## config.mk

```make
export PLATFORM = sky130hd
export DESIGN_NAME = pipeline_stage
export DESIGN_NICKNAME = d
export VERILOG_FILES = /design/src/rtl/pipeline_stage.sv
export SDC_FILE = /design/constraint.sdc
export NUM_CORES = 1
export LEC_CHECK = 0
export ABC_CLOCK_PERIOD_IN_PS = 7100
export CAP_MARGIN = 20
export CORE_MARGIN = 2
export CORE_UTILIZATION = 40
export CTS_BUF_LIST = sky130_fd_sc_hd__clkbuf_8
export CTS_CLUSTER_DIAMETER = 40
export DETAILED_ROUTE_END_ITERATION = 10
export PLACE_DENSITY = 0.8
export SKIP_LAST_GASP = 1
export SLEW_MARGIN = 20
export SYNTH_ARGS = -nofsm -noshare
export SYNTH_HDL_FRONTEND = slang
export SYNTH_SLANG_ARGS = --single-unit
```

## constraint.sdc

```tcl
create_clock -name clk -period 7.1 [get_ports clk]
set_clock_uncertainty 0.2 [all_clocks]
set_input_delay 1.065 -clock clk [delete_from_list [all_inputs] [get_ports clk]]
set_output_delay 1.065 -clock clk [all_outputs]
set_load 0.1 [all_outputs]
```

## src/rtl/pipeline_stage.sv

```systemverilog
// pipeline_stage
//   Single pipeline register stage with valid/ready handshaking on both sides.
//   It carries NUM_WORDS datapath words, a control bundle and a destination
//   index, and counts the cycles in which a held beat is stalled downstream.
//
//   Build option PIPELINE_STAGE_SKID_EN adds a one-entry skid buffer. This
//   registers in_ready, so there is no combinational path from out_ready to
//   in_ready, and gives a capacity of two beats. Without the macro the stage
//   holds one beat and in_ready = !out_valid | out_ready.
//
// Ports
//   clk          rising-edge clock
//   reset        asynchronous active-high reset
//   flush        discard every held beat, including one accepted on this edge
//   in_valid     upstream beat valid
//   in_ready     stage can accept a beat
//   in_words     NUM_WORDS packed words, word 0 in the LSBs
//   in_ctrl      control bundle
//   in_dest      destination register index
//   out_valid    held beat valid
//   out_ready    downstream can take the beat
//   out_words    held words
//   out_ctrl     held control bundle
//   out_dest     held destination index
//   stall_count  saturating count of edges with out_valid=1 and out_ready=0
module pipeline_stage #(
  parameter int unsigned WORD_WIDTH = 16,
  parameter int unsigned NUM_WORDS  = 4,
  parameter int unsigned CTRL_WIDTH = 40,
  parameter int unsigned DEST_WIDTH = 3,
  parameter int unsigned CNT_WIDTH  = 16
) (
  input  logic                            clk,
  input  logic                            reset,
  input  logic                            flush,
  input  logic                            in_valid,
  output logic                            in_ready,
  input  logic [NUM_WORDS*WORD_WIDTH-1:0] in_words,
  input  logic [CTRL_WIDTH-1:0]           in_ctrl,
  input  logic [DEST_WIDTH-1:0]           in_dest,
  output logic                            out_valid,
  input  logic                            out_ready,
  output logic [NUM_WORDS*WORD_WIDTH-1:0] out_words,
  output logic [CTRL_WIDTH-1:0]           out_ctrl,
  output logic [DEST_WIDTH-1:0]           out_dest,
  output logic [CNT_WIDTH-1:0]            stall_count
);

  localparam int unsigned DW = NUM_WORDS * WORD_WIDTH;
  localparam int unsigned PW = DW + CTRL_WIDTH + DEST_WIDTH;

  // Payload is handled as one packed vector: {dest, ctrl, words}.
  logic [PW-1:0]        in_pl;
  logic [PW-1:0]        main_pl_q, main_pl_d;
  logic                 main_valid_q, main_valid_d;
  logic [CNT_WIDTH-1:0] stall_q, stall_d;
  logic                 accept;

  assign in_pl  = {in_dest, in_ctrl, in_words};
  assign accept = in_valid & in_ready;

  assign out_valid   = main_valid_q;
  assign out_words   = main_pl_q[DW-1:0];
  assign out_ctrl    = main_pl_q[DW +: CTRL_WIDTH];
  assign out_dest    = main_pl_q[DW+CTRL_WIDTH +: DEST_WIDTH];
  assign stall_count = stall_q;

  always_comb begin
    stall_d = stall_q;
    if (main_valid_q && !out_ready && (stall_q != '1)) begin
      stall_d = stall_q + CNT_WIDTH'(1);
    end
  end

`ifdef PIPELINE_STAGE_SKID_EN

  logic          skid_valid_q, skid_valid_d;
  logic [PW-1:0] skid_pl_q, skid_pl_d;
  logic          rdy_q, rdy_d;

  assign in_ready = rdy_q;

  // The skid entry only fills while main is full and stalled, and in_ready is
  // low while it is full, so a skid->main move never coincides with an accept.
  always_comb begin
    main_valid_d = main_valid_q;
    main_pl_d    = main_pl_q;
    skid_valid_d = skid_valid_q;
    skid_pl_d    = skid_pl_q;
    if (!main_valid_q || out_ready) begin
      if (skid_valid_q) begin
        main_pl_d    = skid_pl_q;
        main_valid_d = 1'b1;
        skid_valid_d = 1'b0;
      end else if (accept) begin
        main_pl_d    = in_pl;
        main_valid_d = 1'b1;
      end else begin
        main_valid_d = 1'b0;
      end
    end else if (accept) begin
      skid_pl_d    = in_pl;
      skid_valid_d = 1'b1;
    end
    if (flush) begin
      main_valid_d = 1'b0;
      skid_valid_d = 1'b0;
    end
    rdy_d = !skid_valid_d;
  end

  always_ff @(posedge clk or posedge reset) begin
    if (reset) begin
      main_valid_q <= 1'b0;
      main_pl_q    <= '0;
      skid_valid_q <= 1'b0;
      skid_pl_q    <= '0;
      rdy_q        <= 1'b1;
      stall_q      <= '0;
    end else begin
      main_valid_q <= main_valid_d;
      main_pl_q    <= main_pl_d;
      skid_valid_q <= skid_valid_d;
      skid_pl_q    <= skid_pl_d;
      rdy_q        <= rdy_d;
      stall_q      <= stall_d;
    end
  end

`else

  assign in_ready = !main_valid_q | out_ready;

  always_comb begin
    main_valid_d = main_valid_q;
    main_pl_d    = main_pl_q;
    if (accept) begin
      main_pl_d    = in_pl;
      main_valid_d = 1'b1;
    end else if (out_ready) begin
      main_valid_d = 1'b0;
    end
    if (flush) begin
      main_valid_d = 1'b0;
    end
  end

  always_ff @(posedge clk or posedge reset) begin
    if (reset) begin
      main_valid_q <= 1'b0;
      main_pl_q    <= '0;
      stall_q      <= '0;
    end else begin
      main_valid_q <= main_valid_d;
      main_pl_q    <= main_pl_d;
      stall_q      <= stall_d;
    end
  end

`endif

endmodule

```

==> flow_summary.toml, run 1 <==
[final_layout]
regArea_mm2 = 0.003103
num-nets-final = 658
fillCellCount = 883
area_delta_synth_final_pct = 60.20
drive_above_1_share_pct = 27.06
n_antenna_cell = 0
multi_input_area_mm2 = 0.001647

[detailed_routing]
dr.pass1.iters = 4
finalWirelength_um = 11830
postRouteAntennaNets = 0
num_vias = 3380
wl_per_cell_um = 16.78
viasPerCell = 4.794
drc = 0
dr.first_iter.drc_count = 103

[synth]
synth_fp_nets = 413
synthArstFlopShare_pct = 100.0
netlist_top_cells_area = "dfrtp_1 (64%), mux2_2 (25%), xnor2_1 (1.3%)"
synth_largest_type_area_fraction_pct = 64.35
ys_types = 34
synth.most_common_cell = "dfrtp_1"
seq_area_frac_synth_pct = 64.35
syn_area_mm2 = 0.004822
synth_ff_type = "dfrtp_1"
ys_warn_count = 0
synth_top_area_cell = "dfrtp_1"
synth-edff-count = 0
syn_inst = 300
synth_area_per_cell_um2 = 16.07
synth.cells.most_frequent = "dfrtp_1 (124), mux2_2 (107), buf_2 (8)"
ys_ff_latch = 124

[hold_path]
hp-class = "reg -> reg"

[sta]
worst_pin_slew_ns = 1.016
min_period_ns = 4.415
slew_headroom_pct = 32.07
final_max_slew_viol_count = 0
fmax_ghz = 0.2265
worst_slack_ns = 2.685
tns_ns = 0
period_share_pct = 62.18
setup_violations = 0
rsz0062_at_grt = "no"
hold_violations = 0

[global_route]
grt_pass1_vias = 3656
grt_pass1_wl_um = 18820
antenna_found_initial = 0
grt_max_degree = 64
overflow = 0
grt_usage_pct = 19.24

[floorplan]
boundaryPins = 237
die_w_um = 113.8
die_h_um = 113.8
rows = 40
start_util_pct = 40.48
die_area_mm2 = 0.01295
core_area_mm2 = 0.01191

[critical_path]
worstPathRequired_ns = 5.83
critical_path.endpoint_type = "output port"
criticalPathCategory = "in -> out"
startpoint_type = "input port"
crit_fanout = 9
arrival_ns = 3.15

[placed_design]
dp_slack_ns = 2.677
port_buffers = 236
gp_congestion = 0.7757
dp_hpwl_um = 8638

[clocking]
ctsHoldBuffers = 0
cts-root-buf = "clkbuf_8"
cts.sinks = 124
postCtsSetupBuffers = 0
clk_latency_ns = 0.44
h-tree-depth = 4
cts_tree = "yes"
clkTransAtPathRegs_ns = 0.06
cts_resized = 0
clock_path_buffers = 2
numCtsBuffers = 17

[power_and_ir_drop]
leakage_nw = 3.238
max-vdd-ir-drop_uv = 191.3
total_power_mw = 2.554
powerDensity_mw_per_mm2 = 330.7

[flow_run]
drv_cap = 0

[outcome]
outcome = "finished clean"
[per-stage QoR]
step                      cell area (µm²)  std cells  util [%]  hold slack [ns]
after global routing                 7725        705     64.85           0.3144
after floorplan                      4822        300         -           0.8669
after CTS                            7725        705     64.85           0.3077
after global placement               7321        673     61.46           0.2861
final                                7725        705     64.85           0.3033
after detailed placement             7321        673     61.46           0.2923
[placed cells by master, fill, tap and decap left out, drive strengths merged, types with 5 or more instances in the layout]
master and instances:
clkdlybuf4s50 236, mux2 108, clkbuf 25, dfrtp 124, xnor2 7, xor2 6
nand4 7, nand2 5
[report_power, final]
| group | internal (mW) | switching, mW | total (mW) |
|---|---|---|---|
| combinational | 0.284 | 0.800 | 1.08 |
| clock | 0.347 | 0.266 | 0.613 |
| sequential | 0.797 | 0.0606 | 0.858 |
| total | 1.43 | 1.13 | 2.55 |
[worst max-delay path, stage by stage]
cell	delay (ns)
clkdlybuf4s50_1	0.46
nand2b_1	0.39
clkdlybuf4s50_1	1.23
[sequential cells by signal, indices dropped and copies added (netlist names)]
name,count
out_valid,1
main_pl_q,107
stall_count,16
[worst paths after layout]
check	start	to	slack (ns)	cells past startpoint
worst min register to register	main_pl_q[81]	main_pl_q[81]	0.30	1
worst min-delay path	main_pl_q[81]	main_pl_q[81]	0.30	1
worst max register to register	out_valid	main_pl_q[51]	4.36	4
worst max-delay path	out_ready	in_ready	2.69	3
min in group asynchronous	reset	main_pl_q[45]	0.90	2
max in group asynchronous	reset	main_pl_q[52]	4.50	3
[kinds of logic after synthesis]
| kind of cell | after synthesis | synth area share (%) |
|---|---|---|
| buffers and inverters | 14 | 1.609 |
| multiplexers | 108 | 25.30 |
| flip-flops | 124 | 64.35 |
| AO/OA/AOI/OAI | 6 | 0.8563 |
| AND/OR/NAND/NOR | 34 | 5.268 |
| adder cells (fa/ha/maj) | 1 | 0.2594 |
| XOR/XNOR | 13 | 2.361 |
[routing by layer]
layer  routed length (µm)  part of all wire, %  global-route usage (%)  vias to the layer above
met5                    0                    0                       0                        -
met4                  348                  2.9                   9.024                        0
met3                 1032                  8.7                   8.555                       29
met2                 6148                   52                   32.53                      140
met1                 4302                   36                   20.74                     1655
li1                     -                    -                       -                     1556
[final cells by class]
class | count | area share [%]
flip-flops and latches | 124 | 40.17
repair buffers | 238 | 30.77
multi-input cells | 162 | 21.32
clock buffers | 25 | 4.454
well taps | 147 | 2.381
clock inverters | 7 | 0.7775
inverters | 2 | 0.1296
No activity file was read; power rests on OpenSTA's default activity.
==> inputs of run 2 (changes only) <==
- ABC_CLOCK_PERIOD_IN_PS: 7100 -> 3930
- CORE_UTILIZATION: 40 -> 38
- PLACE_DENSITY: 0.8 -> 0.79
- clock period: 7.1 -> 3.93 ns (I/O delays scaled with it)
==> flow_summary.toml, run 2 (same netlist as run 1, synthesis figures left out) <==
[floorplan]
die_area_mm2 = 0.01361
core_area_mm2 = 0.01252
die_w_um = 116.7
boundaryPins = 237
die_h_um = 116.7
rows = 41
start_util_pct = 38.52

[clocking]
cts_tree = "yes"
cts.sinks = 124
cts_resized = 0
clk_latency_ns = 0.42
clkTransAtPathRegs_ns = 0.06
numCtsBuffers = 17
clock_path_buffers = 2
cts-root-buf = "clkbuf_8"
postCtsSetupBuffers = 0
h-tree-depth = 4
ctsHoldBuffers = 0

[final_layout]
largest_reg_flops = 107
area_delta_synth_final_pct = 61.99
drive_above_1_share_pct = 27.37
num-nets-final = 660
regArea_mm2 = 0.003103
fillCellCount = 1019
final_cell_mix = "clkdlybuf4s50_1 (235), dfrtp_1 (124), mux2_2 (107), clkbuf_8 (22), xnor2_1 (7)"
mostFrequentLayoutCell = "clkdlybuf4s50_1"
multi_input_area_mm2 = 0.001647
instances_no_fill = 731
top_register = "main_pl_q"
postLayoutCoreUtil_pct = 62.41
n_antenna_cell = 0

[power_and_ir_drop]
powerDensity_mw_per_mm2 = 598.6
pwr-share-seq_pct = 33.2
power_switching_mw = 2.020
swShare_pct = 43.19
combPwrFrac_pct = 41.9
p_clk_share_pct = 24.9
max-vdd-ir-drop_uv = 338.8
intPower_mw = 2.656
leakage_nw = 3.263

[critical_path]
r2r-start = "out_valid"
crit_chain = "clkdlybuf4s50_1"
worstPathRequired_ns = 3.14
max_stage_delay_ns = 1.19
crit_slowest_cell = "clkdlybuf4s50_1"
r2r_cells = 4
startpoint_type = "register"
r2r_slack_ns = 1.86
crit_family = "buffers and inverters"
arrival_ns = 2.10
worst-path-buf-inv = 1
crit_fanout = 6
critical_path.endpoint_type = "output port"
criticalPathCategory = "reg -> out"
regToRegEndpoint = "main_pl_q[48]"

[detailed_routing]
drc = 0
finalWirelength_um = 11950
postRouteAntennaNets = 0
dr.pass1.iters = 4
viasPerCell = 4.692
dr.first_iter.drc_count = 142
wl_per_cell_um = 16.35
num_vias = 3430

[global_route]
grt_max_degree = 125
grt_pass1_wl_um = 18090
antenna_found_initial = 0
grt_usage_pct = 17.58
grt_pass1_vias = 3675
overflow = 0

[hold_path]
whs_path_depth = 1
hp-class = "reg -> reg"
min_to = "main_pl_q[53]"
min_from = "main_pl_q[53]"

[placed_design]
dp_cells = 700
dp_hpwl_um = 8654
port_buffers = 236
gp_congestion = 0.7474

[sta]
slew_headroom_pct = 32.17
final_max_slew_viol_count = 0
tns_ns = 0
min_period_ns = 2.893
period_share_pct = 73.61
setup_violations = 0
rsz0062_at_grt = "no"
holdWs_ns = 0.3032
hold_violations = 0
worst_pin_slew_ns = 1.014
fmax_ghz = 0.3457

[outcome]
outcome = "finished clean"

[flow_run]
drv_cap = 0
[run 2: per-layer routing]
| metal | up-vias | GRT usage (%) | part of all wire [%] |
|---|---|---|---|
| li1 | 1559 | - | - |
| met1 | 1702 | 19.12 | 36 |
| met2 | 149 | 29.96 | 53 |
| met3 | 20 | 7.369 | 8.6 |
| met4 | 0 | 8.078 | 2.0 |
| met5 | - | 0 | 0 |
[run 2: final cells by class]
class,instances,share of cell area [%]
Clock inverter,9,1.506
Inverter,2,0.1442
Sequential cell,124,39.72
Clock buffer,22,3.876
Timing Repair Buffer,240,30.91
Multi-Input combinational cell,162,21.08
Tap cell,172,2.755
[run 2: worst max-delay path by stage]
stage / depth (start not counted) / to / from
detailed placement: 5 / main_pl_q[49] / out_ready
floorplan: 6 / main_pl_q[26] / out_valid
global placement: 5 / main_pl_q[48] / out_ready
finish: 1 / stall_count[5] / stall_count[5]
global route: 1 / stall_count[5] / stall_count[5]
CTS: 1 / stall_count[4] / stall_count[4]
[run 2: power groups by stage]
stage | Clock, mW | Sequential [mW] | Combinational [mW]
final | 1.17 | 1.55 | 1.96
after floorplan | 0 | 2.77 | 0.234
after detailed placement | 0 | 1.58 | 1.97
after global placement | 0 | 1.57 | 1.95
after global routing | 1.26 | 1.58 | 2.01
after CTS | 1.20 | 1.55 | 1.97
[run 2: stage by stage]
step	total power [mW]	setup slack, ns	cell area (µm²)
floorplan	3.001	1.427	4826
global placement	3.514	1.197	7391
detailed placement	3.542	1.114	7391
CTS	4.721	0.9937	7811
global route	4.848	0.9618	7811
finish	4.676	1.037	7811
